## src/rtl/updown_counter_param.sv

```systemverilog
// -----------------------------------------------------------------------------
// updown_counter_param
//
// Purpose:
//   Parameterised up/down counter with a programmable inclusive upper bound
//   (limit), selectable wrap or saturate behaviour at the bounds, a
//   synchronous load and a registered terminal-count pulse. The count
//   direction comes from a GPIO pad asynchronous to clk, so it is passed
//   through a multi-flop synchroniser before it steers counting.
//
// Parameters:
//   WIDTH        counter / output bit width (2..32)
//   SYNC_STAGES  synchroniser depth on up_down (2..3)
//
// Ports:
//   clk        in   1      single clock, rising-edge active
//   reset_n    in   1      asynchronous active-low reset
//   up_down    in   1      raw count direction from pad (1 = up, 0 = down)
//   en         in   1      count enable, one step per cycle while high
//   load       in   1      synchronous load strobe (beats en)
//   load_val   in   WIDTH  load value, clamped to limit
//   limit      in   WIDTH  inclusive upper bound, quasi-static
//   sat_mode   in   1      0 = wrap at bounds, 1 = saturate at bounds
//   counter    out  WIDTH  registered count value
//   io_oeb     out  WIDTH  pad output-enable (active-low), tied to zero
//   tc         out  1      registered terminal-count pulse
//   dir        out  1      synchronised direction currently in effect
// -----------------------------------------------------------------------------
module updown_counter_param #(
    parameter int WIDTH       = 4,
    parameter int SYNC_STAGES = 2
) (
    input  logic             clk,
    input  logic             reset_n,
    input  logic             up_down,
    input  logic             en,
    input  logic             load,
    input  logic [WIDTH-1:0] load_val,
    input  logic [WIDTH-1:0] limit,
    input  logic             sat_mode,
    output logic [WIDTH-1:0] counter,
    output logic [WIDTH-1:0] io_oeb,
    output logic             tc,
    output logic             dir
);

    localparam logic [WIDTH-1:0] ONE  = WIDTH'(1);
    localparam logic [WIDTH-1:0] ZERO = '0;

    logic [SYNC_STAGES-1:0] dir_sync;
    logic [1:0]             rst_sync;
    logic                   run;
    logic [WIDTH-1:0]       next_count;
    logic                   next_tc;

    // The pads are always driven by this block.
    assign io_oeb = '0;

    // Reset release is resynchronised so the counter never takes a step on
    // an edge that is racing the reset deassertion; assertion stays async.
    always_ff @(posedge clk or negedge reset_n) begin
        if (!reset_n) begin
            rst_sync <= 2'b00;
        end else begin
            rst_sync <= {rst_sync[0], 1'b1};
        end
    end

    assign run = rst_sync[1];

    // Direction synchroniser: only the last stage is allowed to steer counting.
    always_ff @(posedge clk or negedge reset_n) begin
        if (!reset_n) begin
            dir_sync <= '0;
        end else begin
            dir_sync <= {dir_sync[SYNC_STAGES-2:0], up_down};
        end
    end

    assign dir = dir_sync[SYNC_STAGES-1];

    // Next-state decode: load beats en beats hold. All compares are WIDTH-bit
    // unsigned; the increment is only taken when counter < limit and the
    // decrement only when counter > 0, so neither can overflow.
    always_comb begin
        next_count = counter;
        next_tc    = 1'b0;
        if (load) begin
            next_count = (load_val <= limit) ? load_val : limit;
        end else if (en) begin
            if (dir) begin
                if (counter < limit) begin
                    next_count = counter + ONE;
                end else begin
                    next_count = sat_mode ? limit : ZERO;
                    next_tc    = 1'b1;
                end
            end else begin
                if (counter > limit) begin
                    // limit was lowered below the current count at runtime
                    next_count = limit;
                end else if (counter != ZERO) begin
                    next_count = counter - ONE;
                end else begin
                    next_count = sat_mode ? ZERO : limit;
                    next_tc    = 1'b1;
                end
            end
        end
    end

    // Count register; held (with tc low) until the reset synchroniser
    // reports that reset has been cleanly released.
    always_ff @(posedge clk or negedge reset_n) begin
        if (!reset_n) begin
            counter <= '0;
            tc      <= 1'b0;
        end else if (run) begin
            counter <= next_count;
            tc      <= next_tc;
        end else begin
            tc      <= 1'b0;
        end
    end

endmodule

```

## config.mk

```make
export PLATFORM = sky130hd
export DESIGN_NAME = updown_counter_param
export DESIGN_NICKNAME = d
export VERILOG_FILES = /design/src/rtl/updown_counter_param.sv
export SDC_FILE = /design/constraint.sdc
export NUM_CORES = 1
export LEC_CHECK = 0
export CORE_MARGIN = 5
export CORE_UTILIZATION = 51
export CTS_CLUSTER_SIZE = 20
export DETAILED_ROUTE_END_ITERATION = 8
export PLACE_DENSITY = 0.93
export SLEW_MARGIN = 15
export SYNTH_ARGS = -nofsm -noshare
export SYNTH_HDL_FRONTEND = slang
export SYNTH_SLANG_ARGS = --single-unit
export TNS_END_PERCENT = 30
```

## constraint.sdc

```tcl
create_clock -name clk -period 3.6 [get_ports clk]
set_clock_uncertainty 0.05 [all_clocks]
set_input_delay 0.36 -clock clk [delete_from_list [all_inputs] [get_ports clk]]
set_output_delay 0.36 -clock clk [all_outputs]
set_load 0.01 [all_outputs]
```

==> results.tsv, run 1 <==
metric	value	unit
Synth Area in Simple Gates	0.155	
Final Max Tran Viols	0	
postcts setup bufs	0	
Ports	24	
leading post-synthesis cells by cell area	dfrtp_1, ha_1, nand2_1	
commonest non-fill, non-tap cell in the layout	clkdlybuf4s50_1	
mux contribution to synthesized area	0.0339	
Hold Vio Cnt, Final	0	
worst path buffer plus inverter count	2	
Yosys warnings	0	
min Tclk post-route	2480	ps
Slowest-stage cell, CP	clkdlybuf4s50_1	
Clk Latency, worst-skew pair	260	ps
# diodes	0	
nets	147	
die footprint	0.00267	mm^2
most frequent cells in the layout	clkdlybuf4s50_1, ha_1, nand2_1, dfrtp_1, inv_1	
cts bufs inserted	3	
setup violators final	0	
Post-synth EDFFs	0	
Worst Path Required	3700	ps
Startpoint Class	input port	
dominant synthesized flop cell	dfrtp_1	
DP Worst Slack	886	ps
Cells after Synth	101	
r2r setup slk	1380	ps
Cell variety after synth	37	
Synth top area share	0.254	
crit-path max cell delay	530	ps
Reg2Reg Launch Point	counter[0]	
part of the power in combinational logic	0.608	
Clock Tree Buf Depth	2	
largest net degree at the start of global routing	12	
mean routed wirelength per cell	16.0	um
area taken by multi-input logic gates	596	um^2
hold_sp	rst_sync[0]	
cts hold-fix bufs	0	
clock power share	0.127	
worst ir drop on vdd	345	uV
row cnt	15	
worst-path cell chain	clkdlybuf4s50_1, inv_1, ha_1, nor2b_4, o21ba_4, o22ai_4, o21ai_2, a221o_1, a31o_1	
IO buf count	19	
register bit total from synthesis	9	
GRT overflow	0	
initial antenna violation count	0	
initial drt markers	49	
share of cells above drive strength 1	0.0826	
asr flop ratio synth	1.00	
Final ANT Viol Nets	0	
Die Y	51.7	um
path type of the worst min-delay path	reg -> reg	
dpl hpwl	1740	um
PwrDens	569	mW/mm^2
register area	225	um^2
CTS tree	done	
via count	844	
switching power	0.271	mW
Worst R2R Path Depth	8	
routability cong.	0.883	
worst flop-to-flop path endpoint	counter[3]	
largest family of logic cells by synthesized area	compound AO/OA/AOI/OAI gates	
Top delay family on crit path	compound AO/OA/AOI/OAI gates	
netlist area before placement	886	um^2
Arrival @ worst endpoint	2580	ps
core box area	0.00169	mm^2
MaxCap Viol Count	0	
compound-gate portion of the synthesized area	0.277	
FILL cells	136	
drt total wl	2210	um
sequential area share after synthesis	0.254	
crit path kind	in -> reg	
Seq pwr share	0.266	
Internal	0.348	mW
Total GRT Usage	0.183	
CP max FO	4	
fin area	0.00109	mm^2
XOR/XNOR share of the synthesized area	0.0297	
Final period util	0.689	
fmax	403	MHz
Die X	51.7	um
sum of negative setup slack	0	ps
# clock sinks	9	
number of global-route vias before repair	857	
Leak Pwr	0.511	nW
H-tree depth	1	
sw frac	0.438	
area growth from synthesis to layout	22.9	%
placed cell areas	0.00106	mm^2
Root Buffer	clkbuf_4	
drt first pass iters	4	
# resized after CTS	0	
drt drc	0	
PnR worst setup slack	1120	ps
Worst Hold End	rst_sync[1]	
cell taking the most area after synthesis	dfrtp_1	
vias per cell	6.12	
Critical Path Sink Type	flip-flop	
worst hold stages	0	
global-route wire length before repair	3650	um
Worst-path clk slew	60	ps
Initial Utilization	0.524	
status	finished clean	
Synth Area in Adders	0.155	
Synth Area per Inst	8.77	um^2
RSZ-0062 raised after global routing	false	
==> synthesized netlist by cell type, drive strengths merged, types with 2 or more instances <==
library cell,count
a21o,2
a21oi,5
a221o,3
a221oi,2
a22oi,2
a31oi,2
buf,5
conb,2
dfrtp,9
ha,11
inv,8
mux2i,3
nand2,10
nand3,3
nor2,6
nor3,4
o21ai,7
o221ai,2
xnor2,2
==> area by class of cell <==
class | count | area share
multi-input cells | 81 | 0.547
flip-flops and latches | 9 | 0.207
repair buffers | 19 | 0.175
inverters | 8 | 0.0276
clock buffers | 4 | 0.0241
well taps | 17 | 0.0195
==> worst max-delay path by stage <==
stage                     from          to  slack (ps)  cells past startpoint
finish                limit[1]  counter[3]        1120                      9
global route          limit[1]  counter[3]        1070                      9
CTS                   limit[1]  counter[3]        1160                      9
detailed placement    limit[1]  counter[3]         890                      9
global placement      limit[1]  counter[3]         970                      9
floorplan           counter[1]  counter[3]        1520                      7
==> metal layers <==
metal	global-route usage	wire [um]
met1	0.224	870
met5	0	0
met2	0.290	1050
met4	0.105	43
met3	0.0430	240
==> worst register-to-register path, stage by stage (launching register included) <==
cell and delay (ps):
dfrtp_1 470, inv_1 200, ha_1 240, nor2b_4 60, o21ba_4 210, o22ai_4 210
o21ai_2 110, a221o_1 360, a31o_1 220
==> per-stage QoR <==
| stage | util | total power, mW | hold WS (ps) | std cells |
|---|---|---|---|---|
| after floorplan | - | 0.430 | 14.4 | 104 |
| after global placement | 0.629 | 0.517 | 281 | 134 |
| after detailed placement | 0.629 | 0.533 | 287 | 134 |
| after CTS | 0.644 | 0.614 | 294 | 138 |
| after global routing | 0.644 | 0.668 | 312 | 138 |
| final | 0.644 | 0.619 | 305 | 138 |
==> registers in the layout, indices dropped and copies added (netlist names) <==
signal	cells
counter	4
dir_sync	2
rst_sync	2
tc	1
==> power by group through the flow <==
stage | logic, mW | clock network, mW | registers (mW)
2_1_floorplan | 0.277 | 0 | 0.153
3_3_place_gp | 0.354 | 0 | 0.163
3_5_place_dp | 0.369 | 0 | 0.164
4_1_cts | 0.371 | 0.0798 | 0.163
5_1_grt | 0.412 | 0.0882 | 0.167
6_report | 0.376 | 0.0784 | 0.165
==> cells by family (layout without fill, tap and decap cells) <==
kind of cell    after synthesis  count (layout)
fa+ha+maj                    11              11
buf+inv                      14              31
xor+xnor                      3               3
mux                           3               3
other cells                   2               5
flops                         9               9
simple gates                 28              28
compound gates               31              31
Power figures use the tool's default switching activity.
==> inputs of run 2 (changes only) <==
- CORE_UTILIZATION: 51 -> 47
- PLACE_DENSITY: 0.93 -> 0.87
- clock period: 3.6 -> 2.36 ns (I/O delays scaled with it)
==> results.tsv, run 2 (same netlist as run 1, synthesis figures left out) <==
metric	value	unit	change
global-route wire length before repair	4090	um	+12%
cts hold-fix bufs	0		unchanged
Final period util	0.944		
nets	164		+12%
core box area	0.00176	mm^2	+4.4%
Reg2Reg Launch Point	counter[1]		
Worst R2R Path Depth	7		-1
drt first pass iters	4		unchanged
# diodes	0		unchanged
CP endpoint	counter[3]		
largest registers	counter: 4 flops, dir_sync: 2 flops, rst_sync: 2 flops		
Final Max Tran Viols	0		unchanged
MaxCap Viol Count	0		unchanged
initial drt markers	33		-33%
Die Y	53.4	um	+3.4%
GRT overflow	0		unchanged
IO buf count	19		unchanged
postcts setup bufs	0		unchanged
mean routed wirelength per cell	14.8	um	-7.3%
row cnt	15		unchanged
largest net degree at the start of global routing	12		unchanged
PwrDens	849	mW/mm^2	+49%
fin area	0.00123	mm^2	+13%
Worst Path Required	2460	ps	-1240 ps
worst ir drop on vdd	448	uV	+30%
Arrival @ worst endpoint	2330	ps	-250 ps
CP max FO	4		unchanged
RSZ-0062 raised after global routing	false		
vias per cell	5.66		-7.5%
Tot Pwr	1.04	mW	+68%
min Tclk post-route	2230	ps	
fmax	449	MHz	
dpl hpwl	2040	um	+17%
crit path kind	in -> reg		
Worst-path clk slew	60	ps	about the same
most frequent cells in the layout	clkdlybuf4s50_1, buf_4, ha_1, nand2_1, dfrtp_1		
Final ANT Viol Nets	0		unchanged
initial antenna violation count	0		unchanged
Initial Utilization	0.502		-0.0223
Leak Pwr	0.593	nW	+16%
path type of the worst min-delay path	in -> async		
commonest non-fill, non-tap cell in the layout	clkdlybuf4s50_1		
drt total wl	2420	um	+9.5%
# resized after CTS	0		unchanged
Clock Tree Buf Depth	2		unchanged
H-tree depth	1		unchanged
share of cells above drive strength 1	0.196		+0.113
Startpoint Class	input port		
r2r setup slk	200	ps	-1180 ps
number of global-route vias before repair	960		+12%
Die X	53.4	um	+3.4%
max reg flops	4		unchanged
Clk Latency, worst-skew pair	260	ps	about the same
worst flop-to-flop path endpoint	counter[3]		
setup violators final	0		unchanged
CTS tree	done		
status	finished clean		
drt drc	0		unchanged
Critical Path Sink Type	flip-flop		
Ports	24		unchanged
sum of negative setup slack	0	ps	unchanged
area growth from synthesis to layout	38.4	%	
Hold Vio Cnt, Final	0		unchanged
die footprint	0.00285	mm^2	+6.8%
placed cell areas	0.00120	mm^2	+13%
routability cong.	0.951		+7.6%
Total GRT Usage	0.197		+0.0140
Worst Setup SP	limit[1]		
cts bufs inserted	3		unchanged
Root Buffer	clkbuf_4		
via count	922		+9.2%
Reg with most FFs	counter		
# clock sinks	9		unchanged
-- run 2: changes by cell type in the layout (fill, tap and decap cells not counted) --
cell,previous run,this run
buf_4,0,17
-- run 2: worst max-delay path, cell delays in order --
cell and delay, ps:
clkdlybuf4s50_1 500, inv_1 80, ha_1 310, nor2b_4 130
o21ba_4 200, o22ai_4 200, o21ai_2 110, a221o_1 350
a31o_1 210
-- run 2: routing by layer --
layer | share of wire | vias up | track usage
met5 | 0 | - | 0
met4 | 0.013 | 0 | 0.0553
met3 | 0.075 | 4 | 0.0507
met2 | 0.50 | 45 | 0.343
met1 | 0.41 | 438 | 0.233
li1 | - | 435 | -
-- run 2: per-stage QoR --
step / util / cells / setup slack, ps / hold WS, ps
6_report: 0.695 / 163 / 131 / 212
5_1_grt: 0.695 / 163 / 13.6 / 242
4_1_cts: 0.695 / 163 / 140 / 217
3_5_place_dp: 0.680 / 159 / -134 / 288
3_3_place_gp: 0.680 / 159 / -43.6 / 282
2_1_floorplan: - / 104 / 285 / -110
-- run 2: how the worst min path moves through the flow --
| stage | cells after the start | to | start |
|---|---|---|---|
| final | 1 | rst_sync[1] | reset_n |
| after global routing | 1 | rst_sync[1] | reset_n |
| after CTS | 1 | rst_sync[1] | reset_n |
| after detailed placement | 0 | rst_sync[1] | rst_sync[0] |
| after global placement | 0 | dir_sync[1] | dir_sync[0] |
| after floorplan | 0 | counter[0] | reset_n |
-- run 2: power by group --
group	internal, mW	total [mW]	switching (mW)
Combinational	0.359	0.706	0.348
Sequential	0.183	0.218	0.0346
Clock	0.0651	0.117	0.0521
Total	0.607	1.04	0.434
-- run 2: final cells by class --
cell class	instances	area (um^2)
fill	144	538
multi-input combinational	81	596
timing repair buffer	36	318
sequential	9	225
clock buffer	4	26.3
tap	25	31.3
inverter	8	30.0
